--- config.mk ---
export PLATFORM = sky130hd
export DESIGN_NAME = direction_ctrl
export DESIGN_NICKNAME = d
export VERILOG_FILES = /design/src/rtl/direction_ctrl_pkg.sv /design/src/rtl/direction_ctrl_key_debounce.sv /design/src/rtl/direction_ctrl.sv
export SDC_FILE = /design/constraint.sdc
export NUM_CORES = 1
export LEC_CHECK = 0
export ABC_CLOCK_PERIOD_IN_PS = 2600
export BUFFER_PORTS_ARGS = -buffer_cell sky130_fd_sc_hd__clkbuf_2
export CAP_MARGIN = 40
export CORE_ASPECT_RATIO = 0.9
export CORE_MARGIN = 10
export CORE_UTILIZATION = 25
export CTS_BUF_LIST = sky130_fd_sc_hd__clkbuf_8
export CTS_CLUSTER_DIAMETER = 80
export DETAILED_ROUTE_END_ITERATION = 6
export SYNTH_ARGS = -nofsm -noshare
export SYNTH_HDL_FRONTEND = slang
export SYNTH_SLANG_ARGS = --single-unit
--- constraint.sdc ---
create_clock -name clk -period 2.6 [get_ports clk]
set_input_delay 0.52 -clock clk [delete_from_list [all_inputs] [get_ports clk]]
set_output_delay 0.52 -clock clk [all_outputs]
set_load 0.05 [all_outputs]
--- src/rtl/direction_ctrl_pkg.sv ---
// Shared heading encodings and key index constants used by the steering block
// and the snake datapath.
package direction_ctrl_pkg;

    typedef enum logic [1:0] {
        DIR_RIGHT = 2'b00,
        DIR_DOWN  = 2'b01,
        DIR_UP    = 2'b10,
        DIR_LEFT  = 2'b11
    } dir_e;

    localparam int unsigned KEY_RIGHT = 0;
    localparam int unsigned KEY_DOWN  = 1;
    localparam int unsigned KEY_UP    = 2;
    localparam int unsigned KEY_LEFT  = 3;
    localparam int unsigned NUM_KEYS  = 4;

    // Right/left share one axis (bits equal), up/down the other (bits differ).
    function automatic logic dir_vertical(input dir_e d);
        return d[1] ^ d[0];
    endfunction

endpackage

--- src/rtl/direction_ctrl_key_debounce.sv ---
// One push-button: 2-flop synchronizer, counter debounce and press-edge pulse.
// A key held through reset stays ignored until seen released long enough.
module key_debounce #(
    parameter int unsigned DEBOUNCE_CYCLES = 250000
) (
    input  logic clk,
    input  logic reset,
    input  logic key_n,
    output logic press_edge
);

    localparam int unsigned CW = (DEBOUNCE_CYCLES < 1) ? 1 : $clog2(DEBOUNCE_CYCLES + 1);
    localparam logic [CW-1:0] CNT_LAST = CW'(DEBOUNCE_CYCLES - 1);

    logic [1:0]    sync_q, sync_d;
    logic [1:0]    fill_q, fill_d;
    logic          level_q, level_d;
    logic          armed_q, armed_d;
    logic          edge_q, edge_d;
    logic [CW-1:0] cnt_q, cnt_d;

    always_comb begin
        sync_d  = {sync_q[0], key_n};
        fill_d  = {fill_q[0], 1'b1};
        level_d = level_q;
        armed_d = armed_q;
        edge_d  = 1'b0;
        cnt_d   = '0;
        // Disarmed: count consecutive genuine released samples before trusting the key.
        if (!armed_q) begin
            if (fill_q[1] && sync_q[1]) begin
                if (cnt_q >= CNT_LAST) armed_d = 1'b1;
                else                   cnt_d   = cnt_q + 1'b1;
            end
        end else if (sync_q[1] != level_q) begin
            if (cnt_q >= CNT_LAST) begin
                level_d = sync_q[1];
                edge_d  = !sync_q[1];
            end else begin
                cnt_d = cnt_q + 1'b1;
            end
        end
    end

    always_ff @(posedge clk) begin
        if (reset) begin
            sync_q  <= 2'b11;
            fill_q  <= '0;
            level_q <= 1'b1;
            armed_q <= 1'b0;
            edge_q  <= 1'b0;
            cnt_q   <= '0;
        end else begin
            sync_q  <= sync_d;
            fill_q  <= fill_d;
            level_q <= level_d;
            armed_q <= armed_d;
            edge_q  <= edge_d;
            cnt_q   <= cnt_d;
        end
    end

    assign press_edge = edge_q;

endmodule

--- src/rtl/direction_ctrl.sv ---
// Snake steering: debounced key presses become turn requests, held in a
// single-entry pending slot and applied to the heading on the game tick.
module direction_ctrl
    import direction_ctrl_pkg::*;
#(
    parameter int unsigned DEBOUNCE_CYCLES = 250000
) (
    input  logic       clk,
    input  logic       reset,
    input  logic [3:0] key_n,
    input  logic       tick,
    output logic [1:0] dir,
    output logic       move_right,
    output logic       move_down,
    output logic       move_up,
    output logic       move_left,
    output logic       turn_applied,
    output logic       pending_valid
);

    logic [NUM_KEYS-1:0] press;

    for (genvar i = 0; i < NUM_KEYS; i++) begin : g_key
        key_debounce #(.DEBOUNCE_CYCLES(DEBOUNCE_CYCLES)) u_key (
            .clk        (clk),
            .reset      (reset),
            .key_n      (key_n[i]),
            .press_edge (press[i])
        );
    end

    dir_e dir_q, dir_d;
    dir_e pend_dir_q, pend_dir_d;
    logic pend_valid_q, pend_valid_d;
    logic turn_q, turn_d;
    dir_e req_dir;
    logic req_valid;
    logic req_accept;

    always_comb begin
        req_valid = 1'b1;
        req_dir   = DIR_RIGHT;
        if      (press[KEY_UP])    req_dir = DIR_UP;
        else if (press[KEY_DOWN])  req_dir = DIR_DOWN;
        else if (press[KEY_LEFT])  req_dir = DIR_LEFT;
        else if (press[KEY_RIGHT]) req_dir = DIR_RIGHT;
        else                       req_valid = 1'b0;
        req_accept = req_valid && (dir_vertical(req_dir) != dir_vertical(dir_q));
    end

    always_comb begin
        dir_d        = dir_q;
        pend_dir_d   = pend_dir_q;
        pend_valid_d = pend_valid_q;
        turn_d       = 1'b0;
        // A stored turn beats a request arriving on the same tick.
        if (tick) begin
            if (pend_valid_q) begin
                dir_d        = pend_dir_q;
                pend_valid_d = 1'b0;
                turn_d       = 1'b1;
            end else if (req_accept) begin
                dir_d  = req_dir;
                turn_d = 1'b1;
            end
        end else if (req_accept) begin
            pend_dir_d   = req_dir;
            pend_valid_d = 1'b1;
        end
    end

    always_ff @(posedge clk) begin
        if (reset) begin
            dir_q        <= DIR_RIGHT;
            pend_dir_q   <= DIR_RIGHT;
            pend_valid_q <= 1'b0;
            turn_q       <= 1'b0;
        end else begin
            dir_q        <= dir_d;
            pend_dir_q   <= pend_dir_d;
            pend_valid_q <= pend_valid_d;
            turn_q       <= turn_d;
        end
    end

    assign dir           = dir_q;
    assign move_right    = (dir_q == DIR_RIGHT);
    assign move_down     = (dir_q == DIR_DOWN);
    assign move_up       = (dir_q == DIR_UP);
    assign move_left     = (dir_q == DIR_LEFT);
    assign turn_applied  = turn_q;
    assign pending_valid = pend_valid_q;

endmodule

* Yosys cells after proc, flatten, opt, wreduce, memory -nomap -nowiden
Cells that the tools add are included.
** Word-level totals
- Bits in registers :: 106
- Output and inout bits :: 8
- Logic and storage cells :: 129
- Bits of input ports :: 7
** Operators by class
- Magnitude comparators :: 4
- Reductions and logical operators :: 23
- Add/sub/neg operators :: 4
- Multiplexer cells :: 43
- Bitwise gates (word level) :: 15
- Equal/unequal tests :: 8
** Operators with widths (number)
- $mux 18 :: 16
- $add 18x1->18 const B :: 4
- $ge 18x18->1 const B :: 4
- $mux 1 :: 22
- $reduce_or 4->1 :: 4
- $not 1->1 :: 13
- $reduce_and 3->1 :: 4
- $mux 2 :: 5
- $logic_and 1x1->1 :: 5
- $ne 1x1->1 :: 5
- $eq 2x2->1 const B :: 2
- $logic_not 1->1 :: 4
- $reduce_and 2->1 :: 2
- $reduce_or 2->1 :: 2
- $eq 2x1->1 const B :: 1
- $logic_not 2->1 :: 1
- $reduce_bool 2->1 :: 1
- $xor 1x1->1 :: 2

* Depth between registers and ports, before layout
- Depth after elaboration :: 8
- Mapped depth :: 8
- Mapped depth without buffers :: 6

* Hierarchy
A second synthesis with hierarchy kept.
** Unflattened totals
- Cell total of the unflattened synthesis :: 526
- Area total of the unflattened synthesis :: 4889.7 sq um
** By module, submodules not included
- key_debounce (g_key[0].u_key ...) :: times used 3, area an instance 1128.6 sq um, cells each 121, sequential area each 500.5 sq um
- key_debounce (g_key[3].u_key) :: times used 1, area an instance 1122.3 sq um, cells each 121, sequential area each 500.5 sq um
- direction_ctrl :: times used 1, area an instance 381.6 sq um, cells each 42, sequential area each 120.1 sq um

* Worst setup path before layout
Ideal clock, no wire load.
- Path type :: register to register
- Start :: register dir_q[0], in the netlist dir[0]
- End :: register dir_q[0], in the netlist dir[0]
- Data required time :: 2.469 ns
- Library setup time :: 0.131 ns
- Data arrival time :: 1.921 ns
- Path buffers :: 0
- Path slack :: 0.548 ns
- Period minus slack after synthesis :: 2.052 ns
- Stages on the path, launching flop included :: 7
- Cell sequence :: dfxtp_1 > inv_1 > ha_1 > o21ai_0 > o311a_1 > a2111oi_0 > nor3_1
** On the way
- Longest elaborated chain between the ends :: 5
** Ends and longest elaborated chain
- start, declared :: RTL line direction_ctrl.sv:32 : dir_e dir_q, dir_d;
- start signal, assigned :: RTL line direction_ctrl.sv:79 : dir_q <= dir_d;
- $xor 1x1->1 :: RTL line direction_ctrl_pkg.sv:20 : return d[1] ^ d[0];
- $ne 1x1->1 :: RTL line direction_ctrl.sv:48 : req_accept = req_valid && (dir_vertical(req_dir) != dir_vertical(dir_q));
- $logic_and 1x1->1 :: RTL line direction_ctrl.sv:48
- $reduce_bool 2->1 (no source line)
- $reduce_and 2->1 (no source line)
No other way between the ends.
A chain may end at the register's enable or synchronous reset.

* Worst setup path after layout
- Start :: register g_key[2].u_key.cnt_q[0]
- End :: register g_key[2].u_key.cnt_q[15]
** On the way
- Longest elaborated chain between the ends :: 4
- Elaborated cells between the ends (all ways) :: 6
- Classes of those cells :: 1 x add/sub; 1 x order compare; 4 x mux
** Ends and longest elaborated chain
- start, declared :: RTL line direction_ctrl_key_debounce.sv:20 : logic [CW-1:0] cnt_q, cnt_d;
- start signal, assigned :: RTL line direction_ctrl_key_debounce.sv:59 : cnt_q <= cnt_d;
- $add 18x1->18 or $ge 18x18->1 (tied branches)
- $mux 18 * :: RTL line direction_ctrl_key_debounce.sv:32, direction_ctrl_key_debounce.sv:36
- $mux 18 (on tied branches) :: RTL line direction_ctrl_key_debounce.sv:31, direction_ctrl_key_debounce.sv:35
- $mux 18 * :: RTL line direction_ctrl_key_debounce.sv:30 : if (!armed_q) begin
Mark *: on every way between the ends. The rest lies on a longest branch, timed or not.

==> impl_metrics.csv <==
group,metric,value,unit
global_routing,vias_in_the_first_global_route,3207,
drt,detail_route.first_pass.iterations,4,
clock_network,clkTransAtPathRegs,0.09,ns
sta,final.setup.tns,0,ns
place,placed_cell_area,0.00480,mm2
floorplan,die_y,147,um
sta,grt_setup_unrepaired,"no",
drt,wl_per_cell,11.4,um
power,power.static_leakage,0.00151,uW
power,clock_power_share,35.9,%
power,internal_power_component,1930,uW
drt,antenna_viol_nets_final,0,
drt,routed_wl,8530,um
drt,vias,3407,
drt,drcViolationCount,0,
worst_setup_path,crit_path_start_kind,"flop",
clock_network,total_cts_buffers,9,
sta,report.final.hold_viol_count,0,
worst_setup_path,worst_setup_path_end_kind,"flop",
outcome,run_status,"finished clean",
yosys,syn_avg_cell_area,9.03,um2
yosys,count_of_yosys_warnings_during_synthesis,0,
clock_network,tritoncts,"yes",
yosys,postSynthCellCount,500,
global_routing,groute.usage.overall,7.27,%
clock_network,cts_buffer_depth,2,
yosys,synth_ff_type,"sky130_fd_sc_hd__dfxtp_1",
power,totalPowerFinal,2490,uW
power,vdd.ir_drop.worst,0.000206,V
floorplan,die_x,162,um
clock_network,hold_buffers,0,
yosys,yosys.area.top_type,"sky130_fd_sc_hd__dfxtp_1",
worst_setup_path,worstSetupPathType,"reg2reg",
clock_network,cts_setup_buffers,0,
sta,worst_clock_skew,0.00887,ns
yosys,synth_fp_nets,515,
place,detailed_place_hpwl,5800,um
layout,antenna_cells,0,
yosys,async_reset_ff_share,0,%
layout,layout-drive-gt1-share,9.25,%
drt,initialDrtViolationCount,163,
clock_network,cts_resized,0,
sta,worst_slew_margin_rel,51.1,%
layout,layout.cell_area.non_filler,0.00498,mm2
global_routing,grtUsageMet2,10.1,%
clock_network,h-tree-depth,3,
power,switch_share,22.3,%
worst_setup_path,timing.critical_path.required,2.87,ns
sta,max_freq,488,MHz
global_routing,met3_usage,2.28,%
layout,finalCoreUtilization,28.2,%
sta,period_minus_ws_final,2.05,ns
clock_network,cts-root-buf,"sky130_fd_sc_hd__clkbuf_8",
power,netSwitchingPower,556,uW
yosys,yosysTopAreaCellShare,44.4,%
global_routing,grt.busiest_layer,"met1",
clock_network,clock_latency,0.36,ns
sta,final-setup-viol-count,0,
floorplan,initial_utilization,25.5,%
sta,timing.final.crit_share,78.9,%
worst_setup_path,worstPathMaxFanout,19,
flow_run,cap_viol_max_count,0,
power,cellPowerDensity,500,mW/mm2
floorplan,floorplan.io_pins,15,
global_routing,globalRouteOverflowTotal,0,
global_routing,met1_usage,10.2,%
yosys,synth_seq_cells,100,
yosys,synth_cell_types,48,
place,io_buffers,14,
yosys,seq_area_frac_synth,44.4,%
layout,finish.net_count,518,
power,pwr-share-seq,62.3,%
power,comb_power_share,1.9,%
global_routing,grt_pass1_wl,14900,um
clock_network,tritoncts_num_sinks,100,
sta,tightestPinTransition,0.733,ns
yosys,synth_edf_count,0,
min_path,holdCritPathClass,"in2reg",
yosys,post_synthesis_instance_area,0.00451,mm2
floorplan,placeableCoreArea,0.0177,mm2
worst_setup_path,timing.critical_path.arrival,2.32,ns
place,place_congestion,0.762,
yosys,post_synth_main_area_contributors,"sky130_fd_sc_hd__dfxtp_1 44%, sky130_fd_sc_hd__nor3_1 7.2%, sky130_fd_sc_hd__xor2_1 5.0%",
floorplan,row_count,46,
layout,layout-area-overhead-vs-synth,10.3,%
global_routing,grt_start_max_net_pins,20,
global_routing,antenna_found_initial,0,
drt,routed_via_density,4.55,
sta,report.final.slew_viol_count,0,
floorplan,die_area,0.0238,mm2
## cells in the mapped netlist, drive strengths merged, types with 9 or more instances
cell,number
a211oi,16
and4,9
buf,9
clkbuf,17
dfxtp,100
inv,19
nand2,22
nand3,26
nand4,18
nor2,16
nor2b,9
nor3,65
nor3b,9
o21ai,17
or2,9
or4,10
xnor2,22
xor2,26
## cells in the final DEF, fill, tap and decap left out, types with 14 or more instances in the layout
master,instances
sky130_fd_sc_hd__inv_1,20
sky130_fd_sc_hd__xor2_1,26
sky130_fd_sc_hd__nor3_1,65
sky130_fd_sc_hd__nor2_1,16
sky130_fd_sc_hd__nand3_1,25
sky130_fd_sc_hd__nand2_1,22
sky130_fd_sc_hd__xnor2_1,22
sky130_fd_sc_hd__a211oi_1,16
sky130_fd_sc_hd__dfxtp_1,100
sky130_fd_sc_hd__o21ai_0,17
sky130_fd_sc_hd__clkbuf_2,14
sky130_fd_sc_hd__nand4_1,18
## per-stage QoR
step           hold slack, ns  setup slack [ns]  cells
6_report                0.342             0.549    748
3_3_place_gp            0.396             0.586    732
2_1_floorplan           0.389             0.548    500
3_5_place_dp            0.398             0.566    732
4_1_cts                 0.318             0.550    748
5_1_grt                 0.327             0.303    748
## routing by layer
| metal | vias up | wire, um |
|---|---|---|
| met4 | 0 | 69 |
| met3 | 2 | 328 |
| met1 | 1532 | 4830 |
| met5 | - | 0 |
| li1 | 1830 | - |
| met2 | 43 | 3300 |
## state kept, by name, summed over array words and instances (netlist names), 2 cells and up
signal / count
g_key.u_key.sync_q: 8
g_key.u_key.fill_q: 2
g_key.u_key.press_edge: 4
g_key.u_key.armed_q: 4
g_key.u_key.level_q: 4
dir: 2
g_key.u_key.cnt_q: 72
pend_dir_q: 2
## power by group through the flow
stage | clock network (uW) | registers, uW | logic, uW
after floorplan | 0 | 1580 | 34.3
after global placement | 0 | 1580 | 46.8
after detailed placement | 0 | 1580 | 46.5
after CTS | 935 | 1550 | 46.5
after global routing | 991 | 1550 | 52.3
final | 893 | 1550 | 46.2
## cells by family (layout without fill, tap and decap cells)
group / Yosys count / after routing / synth area share, %
and+or+nand+nor: 221 / 221 / 27.5
DFF: 100 / 100 / 44.4
AOI/OAI and AO/OA: 74 / 74 / 11.6
xor gates and xnor gates: 48 / 48 / 9.32
buffers and inverters: 45 / 53 / 4.10
adders and majority gates: 8 / 8 / 2.22
muxes: 4 / 4 / 0.887
## cell type report
cell class	instances	area [um2]
fillers	1885	12700
flip-flops and latches	100	2000
inverters	19	71.3
multi-input cells	355	2330
clock buffers	10	138
well taps	240	300
clock inverters	6	40.0
repair buffers	18	100
## final timing paths
path                                             from                                  end  slack [ns]  cells after the start
setup / recovery   g_key[2].u_key.cnt_q[0]$_SDFF_PP0_  g_key[2].u_key.cnt_q[15]$_SDFF_PP0_        0.55                      5
hold / removal                               key_n[3]  g_key[3].u_key.sync_q[0]$_SDFF_PP1_        0.34                      2
setup reg to reg   g_key[2].u_key.cnt_q[0]$_SDFF_PP0_  g_key[2].u_key.cnt_q[15]$_SDFF_PP0_        0.55                      5
hold reg to reg   g_key[1].u_key.sync_q[0]$_SDFF_PP1_  g_key[1].u_key.sync_q[1]$_SDFF_PP1_        0.42                      1
## worst max-delay path, cell delays in order, from the launching register on
cell and delay, ns:
sky130_fd_sc_hd__dfxtp_1 0.35, sky130_fd_sc_hd__ha_1 0.24, sky130_fd_sc_hd__and3_1 0.27, sky130_fd_sc_hd__o41a_1 0.37
sky130_fd_sc_hd__o21a_1 0.44, sky130_fd_sc_hd__a211oi_1 0.30
No activity file was read; power rests on OpenSTA's default activity.
